==> config.mk <==
export PLATFORM = sky130hd
export DESIGN_NAME = alu_issue
export DESIGN_NICKNAME = d
export VERILOG_FILES = /design/src/rtl/alu_issue.sv
export SDC_FILE = /design/constraint.sdc
export NUM_CORES = 1
export LEC_CHECK = 0
export CORE_UTILIZATION = 40
export CTS_CLUSTER_SIZE = 12
export DETAILED_ROUTE_END_ITERATION = 16
export PLACE_DENSITY = 0.86
export SETUP_SLACK_MARGIN = 0.2
export SKIP_LAST_GASP = 1
export SYNTH_ARGS = -nofsm -noshare
export SYNTH_HDL_FRONTEND = slang
export SYNTH_SLANG_ARGS = --single-unit
export TNS_END_PERCENT = 30
==> constraint.sdc <==
create_clock -name clk -period 4.36 [get_ports clk]
set_input_delay 0.872 -clock clk [delete_from_list [all_inputs] [get_ports clk]]
set_output_delay 0.872 -clock clk [all_outputs]
set_load 0.03 [all_outputs]
==> src/rtl/alu_issue.sv <==
// ---------------------------------------------------------------------------
// alu_issue -- two-stage issue/result wrapper around an external
// combinational ALU.
//
// S1 (issue register) decodes an incoming register- or immediate-form
// integer op into a 4-bit ALU control code. It also holds the two operands,
// the destination tag and an illegal-op flag, and drives the ALU directly
// from these registers. S2 (result register) captures the ALU response
// together with the tag and illegal flag and presents them downstream.
// Latency from acceptance to out_valid is 2 cycles, and throughput is one
// op per cycle.
//
// Ports
//   clk, reset        clock; asynchronous active-high reset
//   flush             synchronous drop of every in-flight op
//   in_valid/in_ready upstream handshake (in_ready is combinational)
//   in_is_imm         0 = register form, 1 = immediate form
//   in_funct3         operation select
//   in_funct7b5       alternate-op bit (register form)
//   in_rs1/in_rs2     operands A / B
//   in_imm            12-bit immediate, sign-extended for immediate form
//   in_tag            destination tag, passed through unchanged
//   alu_control/a/b   registered drive to the ALU
//   alu_result/zero   combinational ALU response
//   out_valid/ready   downstream handshake
//   out_result/zero/tag/illegal  registered result bundle
// ---------------------------------------------------------------------------
module alu_issue (
    input  logic        clk,
    input  logic        reset,
    input  logic        flush,
    input  logic        in_valid,
    output logic        in_ready,
    input  logic        in_is_imm,
    input  logic [2:0]  in_funct3,
    input  logic        in_funct7b5,
    input  logic [31:0] in_rs1,
    input  logic [31:0] in_rs2,
    input  logic [11:0] in_imm,
    input  logic [4:0]  in_tag,
    output logic [3:0]  alu_control,
    output logic [31:0] alu_a,
    output logic [31:0] alu_b,
    input  logic [31:0] alu_result,
    input  logic        alu_zero,
    output logic        out_valid,
    input  logic        out_ready,
    output logic [31:0] out_result,
    output logic        out_zero,
    output logic [4:0]  out_tag,
    output logic        out_illegal
);

    // ALU control encodings
    localparam logic [3:0] CTL_AND  = 4'b0000;
    localparam logic [3:0] CTL_OR   = 4'b0001;
    localparam logic [3:0] CTL_ADD  = 4'b0010;
    localparam logic [3:0] CTL_XOR  = 4'b0011;
    localparam logic [3:0] CTL_SUB  = 4'b0110;
    localparam logic [3:0] CTL_SLT  = 4'b0111;
    localparam logic [3:0] CTL_SLTU = 4'b1000;
    localparam logic [3:0] CTL_ILL  = 4'b1010;
    localparam logic [3:0] CTL_SLL  = 4'b1100;
    localparam logic [3:0] CTL_SRL  = 4'b1101;
    localparam logic [3:0] CTL_SRA  = 4'b1111;

    // Stage registers
    logic        s1_valid_q, s1_valid_d;
    logic [3:0]  s1_ctrl_q;
    logic [31:0] s1_a_q;
    logic [31:0] s1_b_q;
    logic [4:0]  s1_tag_q;
    logic        s1_ill_q;

    logic        out_valid_q, out_valid_d;
    logic [31:0] out_result_q;
    logic        out_zero_q;
    logic [4:0]  out_tag_q;
    logic        out_ill_q;

    // Decode results for the op currently on the input port
    logic [3:0]  dec_ctrl_d;
    logic [31:0] dec_b_d;
    logic        dec_ill_d;
    logic        dec_alt;
    logic [6:0]  imm_hi;

    // Handshake / load enables
    logic s1_load;
    logic s2_load;

    // -----------------------------------------------------------------------
    // Handshake. Flush blocks both stages from loading, so nothing moves and
    // nothing is accepted in the flush cycle.
    // -----------------------------------------------------------------------
    always_comb begin
        s2_load  = s1_valid_q && (!out_valid_q || out_ready) && !flush;
        in_ready = !flush && (!s1_valid_q || s2_load);
        s1_load  = in_valid && in_ready;
    end

    // -----------------------------------------------------------------------
    // Decode
    // -----------------------------------------------------------------------
    always_comb begin
        imm_hi     = in_imm[11:5];
        dec_alt    = in_is_imm ? in_imm[10] : in_funct7b5;
        dec_b_d    = in_is_imm ? {{20{in_imm[11]}}, in_imm} : in_rs2;
        dec_ctrl_d = CTL_AND;
        dec_ill_d  = 1'b0;

        unique case (in_funct3)
            3'b000: dec_ctrl_d = (!in_is_imm && in_funct7b5) ? CTL_SUB : CTL_ADD;
            3'b001: dec_ctrl_d = CTL_SLL;
            3'b010: dec_ctrl_d = CTL_SLT;
            3'b011: dec_ctrl_d = CTL_SLTU;
            3'b100: dec_ctrl_d = CTL_XOR;
            3'b101: dec_ctrl_d = dec_alt ? CTL_SRA : CTL_SRL;
            3'b110: dec_ctrl_d = CTL_OR;
            3'b111: dec_ctrl_d = CTL_AND;
            default: dec_ctrl_d = CTL_AND;
        endcase

        if (!in_is_imm) begin
            // Only add/sub and srl/sra have an alternate register-form op.
            if (in_funct7b5 && (in_funct3 != 3'b000) && (in_funct3 != 3'b101))
                dec_ill_d = 1'b1;
        end else begin
            // Immediate shifts: the upper field must be all-zero, except
            // that srai uses 0100000. slli has no alternate form.
            if (in_funct3 == 3'b001 && imm_hi != 7'b0000000)
                dec_ill_d = 1'b1;
            if (in_funct3 == 3'b101 && imm_hi != 7'b0000000 && imm_hi != 7'b0100000)
                dec_ill_d = 1'b1;
        end

        if (dec_ill_d)
            dec_ctrl_d = CTL_ILL;
    end

    // -----------------------------------------------------------------------
    // Valid next-state
    // -----------------------------------------------------------------------
    always_comb begin
        s1_valid_d = s1_valid_q;
        if (flush)
            s1_valid_d = 1'b0;
        else if (s1_load)
            s1_valid_d = 1'b1;
        else if (s2_load)
            s1_valid_d = 1'b0;

        out_valid_d = out_valid_q;
        if (flush)
            out_valid_d = 1'b0;
        else if (s2_load)
            out_valid_d = 1'b1;
        else if (out_ready)
            out_valid_d = 1'b0;
    end

    // -----------------------------------------------------------------------
    // Stage S1
    // -----------------------------------------------------------------------
    always_ff @(posedge clk or posedge reset) begin
        if (reset) begin
            s1_valid_q <= 1'b0;
            s1_ctrl_q  <= 4'b0000;
            s1_a_q     <= 32'd0;
            s1_b_q     <= 32'd0;
            s1_tag_q   <= 5'd0;
            s1_ill_q   <= 1'b0;
        end else begin
            s1_valid_q <= s1_valid_d;
            if (s1_load) begin
                s1_ctrl_q <= dec_ctrl_d;
                s1_a_q    <= in_rs1;
                s1_b_q    <= dec_b_d;
                s1_tag_q  <= in_tag;
                s1_ill_q  <= dec_ill_d;
            end
        end
    end

    // -----------------------------------------------------------------------
    // Stage S2. An illegal op is forced to result 0 / zero 1 here, so the
    // outcome does not depend on how the ALU treats the illegal code.
    // -----------------------------------------------------------------------
    always_ff @(posedge clk or posedge reset) begin
        if (reset) begin
            out_valid_q  <= 1'b0;
            out_result_q <= 32'd0;
            out_zero_q   <= 1'b0;
            out_tag_q    <= 5'd0;
            out_ill_q    <= 1'b0;
        end else begin
            out_valid_q <= out_valid_d;
            if (s2_load) begin
                out_result_q <= s1_ill_q ? 32'd0 : alu_result;
                out_zero_q   <= s1_ill_q ? 1'b1  : alu_zero;
                out_tag_q    <= s1_tag_q;
                out_ill_q    <= s1_ill_q;
            end
        end
    end

    assign alu_control = s1_ctrl_q;
    assign alu_a       = s1_a_q;
    assign alu_b       = s1_b_q;

    assign out_valid   = out_valid_q;
    assign out_result  = out_result_q;
    assign out_zero    = out_zero_q;
    assign out_tag     = out_tag_q;
    assign out_illegal = out_ill_q;

endmodule

Word-level counts from Yosys, hierarchy flattened
Cells that the tools add are included.
{ "op_classes": {"mux": 18, "eq_ne": 9, "n_reduce_logical": 21} }
{ "ops": {"columns": ["cell", "n"], "rows": [
  ["32-bit 2-to-1 mux", 2],
  ["4-bit one-hot mux with 8 select lines", 1],
  ["3-bit == test (second input constant)", 4],
  ["1-bit 2-to-1 mux", 12],
  ["1-bit logical AND", 10],
  ["3-bit nonzero test", 3],
  ["7-bit by 6-bit != test with 1-bit output (second input constant)", 1],
  ["7-bit nonzero test", 1],
  ["3-bit by 2-bit == test with 1-bit output (second input constant)", 2],
  ["1-bit logical NOT", 4],
  ["4-bit 2-to-1 mux", 1],
  ["3-bit by 1-bit == test with 1-bit output (second input constant)", 1],
  ["3-bit logical NOT", 1],
  ["3-bit 2-to-1 mux", 1],
  ["3-bit != test (second input constant)", 1],
  ["1-bit logical OR", 2],
  ["2-bit 2-to-1 mux", 1]
]} }
{ "totals": {"register_bits": 115, "input_bits": 124, "wordCells": 59, "output_inout_bits": 109} }

Longest topological paths before layout
Gate-level depths: netlist of run 1.
{ "depth": {"word_depth": 9, "ltp_mapped": 6, "depth_no_buf": 4} }

Worst setup path before layout of run 1
OpenSTA, ideal clock, no wires.
{ "synth_timing": {"path_type": "input to output", "startpoint": "input port out_ready", "endpoint": "output port in_ready", "cell_stages": 2, "required_ps": 3488, "arrival_time_ps": 1520, "setup_slack_ps": 1968, "cell_sequence": "and3b_1 -> nor2_1"} }
{ "synth_between": {"elab_chain_len": 5} }
{ "synth_rtl": {"columns": ["element", "line_no", "text"], "rows": [
  ["from (decl)", "47", "input logic out_ready,"],
  ["1-bit logical OR", "97", "s2_load = s1_valid_q && (!out_valid_q || out_ready) && !flush;"],
  ["1-bit logical AND (2 in a row)", "97", null],
  ["1-bit logical OR", "98", "in_ready = !flush && (!s1_valid_q || s2_load);"],
  ["1-bit logical AND", "98", null],
  ["to (decl)", "33", "output logic in_ready,"]
]} }
No other way between the ends.

Final worst setup path of run 1
Same ends and word-level chain as after synthesis.

==> summary.md, run 1 <==
| Metric | Value |
|---|---|
| Mapped Area | 0.00474 mm^2 |
| Detailed-route via count | 4,058 |
| Slew Limit Fails | 0 |
| H-tree Lvls | 4 |
| Setup CP Type | input pin to primary output |
| Boundary pin count | 233 |
| Core Region | 0.0115 mm^2 |
| Hold Path Class | flip-flop to flip-flop |
| Initial antenna violation count | 0 |
| Fillers | 828 |
| Iter 0 DRT Violations | 218 |
| Gr usage total | 0.222 |
| Worst Tran Pin Value | 1.11 ns |
| Syn_area_per_cell | 11.1 um^2 |
| Setup TNS | 0 ns |
| First-pass GRT wire length | 21,400 um |
| Setup repair after global routing missed its margin | no |
| Synth warn | 0 |
| Period utilization | 0.753 |
| CP Capture Type | primary output |
| Root Driver | clkbuf_16 |
| Crit path launch type | input pin |
| Top cells by count, synth | 115 x dfrtp_1, 85 x nand2_1, 55 x a21oi_1 |
| Count of different cell masters after synthesis | 26 |
| Pwr Total | 3.82 mW |
| Asr flop ratio synth | 1.00 |
| Detail Route Antenna Nets | 0 |
| Total grt overflow | 0 |
| Hold-fix buffers, CTS | 0 |
| Post-CTS setup buffers | 0 |
| Worst-path maximum fanout | 3 |
| Die height | 111 um |
| Synth Flop Type | dfrtp_1 |
| Full die area | 0.0123 mm^2 |
| Vias in the first global route | 4,302 |
| Mean number of vias per cell | 4.99 |
| #FFs+latches synth | 115 |
| Layout cell share with drive strength beyond 1 | 0.121 |
| CTS tree | built |
| Synth top area share | 0.607 |
| Main area contributors after synthesis | dfrtp_1 61%, mux2_2 8.8%, nand2_1 6.7%, a21oi_1 5.8%, nand3b_1 5.1% |
| PortBufs | 232 |
| Relative slew slack | 0.258 |
| Final setup viols | 0 |
| NumNets Final | 781 |
| Antenna diodes | 0 |
| Number of CTS-inserted buffers | 17 |
| CP max-delay cell | clkdlybuf4s50_1 |
| Syn_nets | 552 |
| WP data required | 3.49 ns |
| Post-synth EDFFs | 0 |
| Most frequent cell after synthesis | dfrtp_1 |
| Status | completed |
| Worst hold margin | 0.464 ns |
| Final Critical Period | 3.28 ns |
| Area occupied by multi-input gates | 0.00173 mm^2 |
| Detailed Place HPWL | 9460 um |
| Num rows | 39 |
| Clk sinks | 115 |
| Starting Density | 0.414 |
| Peak supply drop | 0.368 mV |
| Cells after Synth | 428 |
| WL final | 13,100 um |
| Max Cap Violations | 0 |
| Max Fclk | 305 MHz |
| DR WL/cell | 16.1 um |
| Synth area leader | dfrtp_1 |
| DRC errors left | 0 |
| Seq/Total Area, Yosys | 0.607 |
| Power per cell area | 490 mW/mm^2 |
| Routability congestion estimate from global placement | 0.786 |
| Cell mode on critical path | clkdlybuf4s50_1 |
| Sequential cell area | 0.00288 mm^2 |
| Final hold violations | 0 |
| Clk_skew | 0.00733 ns |
| Clk pin slew, worst setup/hold paths | 0.05 ns |
| Area delta synth->final | 64.5% |
| Leak Pwr | 3.38 nW |
| Clock Latency Late Sink | 0.40 ns |
| Largest net degree at the start of global routing | 92 |
| Clock buffer depth | 2 |
| Die X | 111 um |
| Worst-path cell chain | clkdlybuf4s50_1 > and3b_1 > nor2_1 > clkdlybuf4s50_1 |
| CP max stage delay | 0.70 ns |
| WP data arrival | 2.41 ns |
| CTS resizes | 0 |
| Pre-antenna DRT Iters | 4 |
==> path summary, 6_finish.rpt <==
check | from | endpoint | slack [ns] | cells after the start
min reg2reg | out_zero | out_zero | 0.46 | 2
max | out_ready | in_ready | 1.08 | 4
min in group asynchronous | reset | alu_a[18] | 1.10 | 2
min | out_zero | out_zero | 0.46 | 2
max in group asynchronous | reset | out_result[23] | 2.41 | 3
max reg2reg | out_valid | alu_b[29] | 2.18 | 6
==> critical path: cells and delay by family <==
kind                   cells  cell delay (ns)
buffers and inverters      2             1.17
and+or+nand+nor            2             0.37
==> logic make-up after synthesis <==
logic type,after synthesis,share of synthesized area
xor gates and xnor gates,1,0.00185
AOI/OAI and AO/OA,67,0.0802
buffers and inverters,30,0.0298
DFF,115,0.607
muxes,48,0.111
and+or+nand+nor,167,0.170
==> power breakdown <==
| part | switching (mW) | leakage, nW | total, mW | internal (mW) |
|---|---|---|---|---|
| clock network | 0.508 | 0.290 | 1.43 | 0.921 |
| logic | 0.571 | 1.71 | 1.06 | 0.485 |
| registers | 0.101 | 1.38 | 1.34 | 1.24 |
| total | 1.18 | 3.38 | 3.82 | 2.64 |
==> metal layers <==
metal | part of all wire | track usage | up-vias
met5 | 0 | 0 | -
met4 | 0.026 | 0.0960 | 0
met3 | 0.085 | 0.0886 | 28
met2 | 0.50 | 0.374 | 182
met1 | 0.39 | 0.248 | 1938
li1 | - | - | 1910
==> layout by cell type, fill, tap and decap left out, types with 3 or more instances in the layout <==
cell type,netlist,layout
dfrtp_1,115,115
nand2_1,85,85
mux2i_1,11,11
clkbuf_16,0,17
a21oi_1,55,55
clkinvlp_4,0,4
nor2b_1,3,3
o21ai_0,4,4
nand3b_1,32,32
mux2_2,37,37
inv_6,0,4
clkdlybuf4s50_1,0,232
bufinv_16,0,3
nor2_1,38,38
buf_4,4,3
==> registers in the layout, summed over array words and instances (netlist names) <==
signal / flops
s1_tag_q: 5
out_illegal: 1
out_valid: 1
alu_control: 4
out_result: 32
s1_valid_q: 1
alu_b: 32
out_zero: 1
alu_a: 32
s1_ill_q: 1
out_tag: 5
==> final cells by class <==
type	count	area share
well taps	143	0.0229
multi-input cells	283	0.222
clock buffers	18	0.0563
inverters	3	0.00176
repair buffers	237	0.306
clock inverters	14	0.0228
flip-flops and latches	115	0.369
==> stage by stage <==
step | cell area [um^2] | cells | utilization | setup slack, ns
floorplan | 4740 | 428 | - | 0.444
global placement | 7180 | 781 | 0.626 | 1.07
detailed placement | 7180 | 781 | 0.626 | 1.08
CTS | 7800 | 813 | 0.680 | 1.07
global route | 7800 | 813 | 0.680 | 1.01
finish | 7800 | 813 | 0.680 | 1.08
Power figures use the tool's default switching activity.
==> inputs of run 2 (changes only) <==
--- a/config.mk
+++ b/config.mk
@@ -5,10 +5,10 @@
 export SDC_FILE = /design/constraint.sdc
 export NUM_CORES = 1
 export LEC_CHECK = 0
-export CORE_UTILIZATION = 40
+export CORE_UTILIZATION = 37
 export CTS_CLUSTER_SIZE = 12
 export DETAILED_ROUTE_END_ITERATION = 16
-export PLACE_DENSITY = 0.86
+export PLACE_DENSITY = 0.83
 export SETUP_SLACK_MARGIN = 0.2
 export SKIP_LAST_GASP = 1
 export SYNTH_ARGS = -nofsm -noshare
==> constraint.sdc (replaced) <==
create_clock -name clk -period 2.7 [get_ports clk]
set_input_delay 0.54 -clock clk [delete_from_list [all_inputs] [get_ports clk]]
set_output_delay 0.54 -clock clk [all_outputs]
set_load 0.03 [all_outputs]
==> run 2 against run 1 <==
Against the previous run:
- worst setup slack got worse by 0.70 ns
- combinational power rose by 60%
- highest routed layer unchanged
- first-iteration DRC count rose by 42%
- total power rose by 57%
- sequential power rose by 61%
- sequential share of layout area fell by 0.11 points
- die area rose by 8.0%
==> summary.md, run 2 (synthesis results as in run 1) <==
| Metric | Value |
|---|---|
| Hold Startpoint | out_result[16] |
| WP data required | 2.16 ns (-1.33 ns) |
| Routability congestion estimate from global placement | 0.787 (+0.14%) |
| Clk sinks | 115 (unchanged) |
| Pre-antenna DRT Iters | 4 (unchanged) |
| First-pass GRT wire length | 20,700 um (-3.2%) |
| Final Critical Period | 2.32 ns |
| Detail Route Antenna Nets | 0 (unchanged) |
| Critical register-to-register path startpoint | s1_valid_q |
| Utilization of the core after routing | 0.638 (-0.0421) |
| CP bufs+invs | 2 (unchanged) |
| NumNets Final | 784 (+0.38%) |
| Setup repair after global routing missed its margin | no |
| Leak Pwr | 3.39 nW (+0.42%) |
| Clock Latency Late Sink | 0.40 ns (about the same) |
| Boundary pin count | 233 (unchanged) |
| DRC errors left | 0 (unchanged) |
| Max Fclk | 430 MHz |
| CP Capture Type | primary output |
| Final setup viols | 0 (unchanged) |
| Antenna diodes | 0 (unchanged) |
| Routed metal-1 wirelength | 5060 um (-1.3%) |
| Final hold violations | 0 (unchanged) |
| Top Family by Delay on Critical Path | buffers and inverters |
| Relative slew slack | 0.370 (+0.112) |
| Detailed-route via count | 4,060 (+0.049%) |
| Worst-path cell chain | clkdlybuf4s50_1 > and3b_1 > nor2_1 > dlygate4sd2_1 |
| Most frequent cells in the layout | 231 x clkdlybuf4s50_1, 115 x dfrtp_1, 85 x nand2_1 |
| PortBufs | 232 (unchanged) |
| CTS resizes | 1 (+1) |
| Total grt overflow | 0 (unchanged) |
| Vias in the first global route | 4,334 (+0.74%) |
| Clk_skew | 0.00555 ns (-0.00178 ns) |
| CP max stage delay | 0.48 ns (-0.22 ns) |
| Largest net degree at the start of global routing | 116 (+26%) |
| Starting Density | 0.387 (-0.0268) |
| Hold Path Class | flip-flop to flip-flop |
| Worst Tran Pin Value | 0.945 ns (-0.168 ns) |
| Full die area | 0.0133 mm^2 (+8.0%) |
| Max Cap Violations | 0 (unchanged) |
| DR WL met3 | 903 um (-18%) |
| Detailed Place HPWL | 9370 um (-0.96%) |
| Setup CP Type | input pin to primary output |
| Power per cell area | 765 mW/mm^2 (+56%) |
| CTS tree | built |
| Period utilization | 0.861 |
| Most common cell after layout, fill and taps aside | clkdlybuf4s50_1 |
| Worst-path maximum fanout | 2 (-1) |
| Setup TNS | 0 ns (unchanged) |
| Peak supply drop | 0.438 mV (+19%) |
| Area delta synth->final | 65.0% |
| Die height | 115 um (+3.9%) |
| CP max-delay cell | clkdlybuf4s50_1 |
| Critical path startpoint | out_ready |
| Initial antenna violation count | 0 (unchanged) |
| Hold-fix buffers, CTS | 0 (unchanged) |
| Core Region | 0.0123 mm^2 (+6.9%) |
| Num rows | 40 (+2.6%) |
| H-tree Lvls | 4 (unchanged) |
| WL final | 13,100 um (about the same) |
| Crit path launch type | input pin |
| Number of CTS-inserted buffers | 17 (unchanged) |
| DR WL/cell | 15.6 um (-3.3%) |
| WL met2 | 6750 um (+3.3%) |
| Top routing layer in use | met4 |
| Slew Limit Fails | 0 (unchanged) |
| Mean number of vias per cell | 4.83 (-3.3%) |
| WP data arrival | 1.78 ns (-0.63 ns) |
| Die X | 115 um (+3.9%) |
| Clk pin slew, worst setup/hold paths | 0.05 ns (about the same) |
| Clock buffer depth | 2 (unchanged) |
| Layout cell share with drive strength beyond 1 | 0.125 (+0.00392) |
| Iter 0 DRT Violations | 310 (+42%) |
| Gr usage total | 0.204 (-0.0184) |
| Status | completed |
| Root Driver | clkbuf_16 |
| Post-CTS setup buffers | 0 (unchanged) |
-- run 2: metrics by stage --
step	hold WS (ns)	power [mW]	cells	worst slack (ns)	cell area, um^2
2_1_floorplan	0.435	3.05	428	0.761	4750
3_3_place_gp	0.445	3.85	809	0.137	7250
3_5_place_dp	0.456	3.90	809	0.0913	7250
4_1_cts	0.467	6.05	841	0.373	7820
5_1_grt	0.491	6.25	841	0.346	7820
6_report	0.461	5.99	841	0.376	7820
-- run 2: power by group --
part | switching [mW] | internal (mW) | total (mW)
logic | 0.916 | 0.786 | 1.70
registers | 0.165 | 2.00 | 2.16
clock network | 0.749 | 1.37 | 2.12
-- run 2: layout make-up --
| class | count | area (um^2) |
|---|---|---|
| fill | 926 | 4440 |
| clock buffer | 22 | 494 |
| tap | 168 | 210 |
| sequential | 115 | 2880 |
| inverter | 3 | 15.0 |
| multi-input combinational | 283 | 1730 |
| clock inverter | 10 | 80.1 |
| timing repair buffer | 240 | 2420 |
-- run 2: path summary, 6_finish.rpt --
path	slack, ns	cells after the start	to
hold reg to reg	0.46	2	out_result[16]
max in group asynchronous	1.54	3	out_result[4]
hold / removal	0.46	2	out_result[16]
setup reg to reg	0.80	7	alu_b[21]
setup / recovery	0.38	4	in_ready
min in group asynchronous	0.65	3	out_result[7]
-- run 2: metal layers --
metal,vias to the layer above,global-route usage
li1,1908,-
met3,37,0.0701
met2,166,0.355
met4,0,0.102
met1,1949,0.221
met5,-,0
-- run 2: worst register-to-register path, delay by kind of cell (launching register included) --
| family | cells | cell delay [ns] |
|---|---|---|
| AOI/OAI and AO/OA | 1 | 0.13 |
| buffers and inverters | 3 | 0.70 |
| DFF | 1 | 0.40 |
| and+or+nand+nor | 3 | 0.57 |
==> inputs of run 3 (changes only) <==
==> constraint.sdc (replaced) <==
create_clock -name clk -period 2.7 [get_ports clk]
set_input_delay 0.27 -clock clk [delete_from_list [all_inputs] [get_ports clk]]
set_output_delay 0.27 -clock clk [all_outputs]
set_load 0.03 [all_outputs]
==> run 3 against run 2 <==
Against the previous run:
- global-route usage is 0.16 points higher
- non-clock buffer count is 3 lower
- clock power is 3% lower
- sequential power hardly changed
- fmax is 7.4% higher
- hold slack worse by 0.077 ns
- critical endpoint unchanged
- largest cell class unchanged
- highest routed layer unchanged
==> summary.md, run 3 (synthesis results as in run 1) <==
| Metric | Value |
|---|---|
| Status | completed |
| Dpl ws | 0.505 ns (+0.414 ns) |
| Clock Latency Late Sink | 0.41 ns (about the same) |
| Final Critical Period | 2.16 ns (-0.161 ns) |
| Fillers | 982 (+6.0%) |
| Setup CP Type | flip-flop to primary output |
| Layout cell share with drive strength beyond 1 | 0.112 (-0.0127) |
| Vias in the first global route | 4,183 (-3.5%) |
| Hold Path Class | input pin to async pin |
| Post-CTS setup buffers | 0 (unchanged) |
| Clock buffer depth | 2 (unchanged) |
| Root Driver | clkbuf_16 |
| Pwr Total | 5.92 mW (-1.1%) |
| Core Region | 0.0123 mm^2 (unchanged) |
| Setup WS post-layout | 0.536 ns (+0.161 ns) |
| Mean number of vias per cell | 4.77 (-1.3%) |
| DRC errors left | 0 (unchanged) |
| Gr usage total | 0.205 (+0.00165) |
| NumNets Final | 781 (-0.38%) |
| Detailed-route via count | 3,989 (-1.7%) |
| WP data required | 2.43 ns (+0.27 ns) |
| Worst R2R Path Depth | 5 (-2) |
| Hold-fix buffers, CTS | 0 (unchanged) |
| Detailed Place HPWL | 9130 um (-2.6%) |
| Antenna diodes | 0 (unchanged) |
| Setup repair after global routing missed its margin | no |
| PortBufs | 232 (unchanged) |
| Max Cap Violations | 0 (unchanged) |
| Max Fclk | 462 MHz (+7.4%) |
| Critical register-to-register path startpoint | s1_valid_q |
| Initial antenna violation count | 0 (unchanged) |
| Boundary pin count | 233 (unchanged) |
| Leak Pwr | 3.36 nW (-0.99%) |
| Die height | 115 um (unchanged) |
| CTS tree | built |
| Die X | 115 um (unchanged) |
| CP Capture Type | primary output |
| Utilization of the core after routing | 0.633 (-0.00480) |
| Crit path launch type | flip-flop |
| Final setup viols | 0 (unchanged) |
| Total grt overflow | 0 (unchanged) |
| Num rows | 40 (unchanged) |
| Largest net degree at the start of global routing | 116 (unchanged) |
| Worst-path maximum fanout | 4 (+2) |
| Worst Tran Pin Value | 0.910 ns (-0.0354 ns) |
| Starting Density | 0.387 (unchanged) |
| Clk pin slew, worst setup/hold paths | 0.05 ns (about the same) |
| Detail Route Antenna Nets | 0 (unchanged) |
| Final hold violations | 0 (unchanged) |
| Slew Limit Fails | 0 (unchanged) |
| DR WL/cell | 15.6 um (+0.15%) |
| Setup TNS | 0 ns (unchanged) |
| Period utilization | 0.801 (-0.0595) |
| Clk sinks | 115 (unchanged) |
| Area delta synth->final | 63.7% |
| Iter 0 DRT Violations | 188 (-39%) |
| H-tree Lvls | 4 (unchanged) |
| Full die area | 0.0133 mm^2 (unchanged) |
| First-pass GRT wire length | 20,600 um (-0.17%) |
| Routability congestion estimate from global placement | 0.814 (+3.4%) |
| Clk_skew | 0.00622 ns (+0.000671 ns) |
| Most common cell after layout, fill and taps aside | clkdlybuf4s50_1 |
| Peak supply drop | 0.591 mV (+35%) |
| Reg2reg end | alu_control[3] |
| Internal reg-to-reg setup slack | 0.82 ns (+0.02 ns) |
| Worst hold margin | 0.384 ns (-0.0770 ns) |
| CTS resizes | 0 (-1) |
| WL final | 13,100 um (-0.33%) |
| Number of CTS-inserted buffers | 17 (unchanged) |
| Power per cell area | 763 mW/mm^2 (-0.32%) |
| WP data arrival | 1.89 ns (+0.11 ns) |
| Most frequent cells in the layout | 232 x clkdlybuf4s50_1, 115 x dfrtp_1, 85 x nand2_1 |
| Relative slew slack | 0.394 (+0.0236) |
| Pre-antenna DRT Iters | 4 (unchanged) |
[run 3: cell count changes in the layout (fill, tap and decap cells not counted), moves of 2 or more]
cell        change
clkbuf_1        +5
buf_4           -2
clkinv_2        -3
clkinvlp_4      -2
[run 3: worst max path at each step]
stage / to / slack, ns / start / depth (start not counted)
6_report: in_ready / 0.54 / s1_valid_q / 3
3_5_place_dp: alu_control[3] / 0.51 / out_ready / 6
2_1_floorplan: alu_a[0] / 1.01 / out_valid / 4
5_1_grt: in_ready / 0.45 / s1_valid_q / 3
4_1_cts: in_ready / 0.51 / s1_valid_q / 3
3_3_place_gp: alu_a[13] / 0.58 / out_ready / 5
[run 3: cell type report]
type	instances	area, um^2	share of cell area
clock buffer	26	499	0.0643
clock inverter	5	50.0	0.00645
multi-input combinational	283	1730	0.223
inverter	3	15.0	0.00193
sequential	115	2880	0.371
tap	168	210	0.0271
timing repair buffer	237	2380	0.307
[run 3: where the power goes]
group / leakage [nW] / total [mW] / internal (mW) / switching, mW
sequential: 1.38 / 2.16 / 2.00 / 0.164
combinational: 1.71 / 1.70 / 0.782 / 0.916
clock: 0.274 / 2.06 / 1.35 / 0.715
total: 3.36 / 5.92 / 4.13 / 1.79
[run 3: critical path, stage by stage, from the launching register on]
cell             delay [ns]
dfrtp_1                0.40
and3b_1                0.24
nor2_1                 0.15
clkdlybuf4s50_1        0.70
[run 3: through the flow]
stage | area (um^2) | cells
after floorplan | 4750 | 428
after global placement | 7220 | 806
after detailed placement | 7220 | 806
after CTS | 7760 | 837
after global routing | 7760 | 837
final | 7760 | 837
[run 3: per-layer routing]
metal  up-vias  wire [um]  track usage
met4         0        338       0.0987
met3        30       1030       0.0785
met5         -          0            0
li1       1907          -            -
met1      1894       5150        0.234
met2       158       6530        0.341
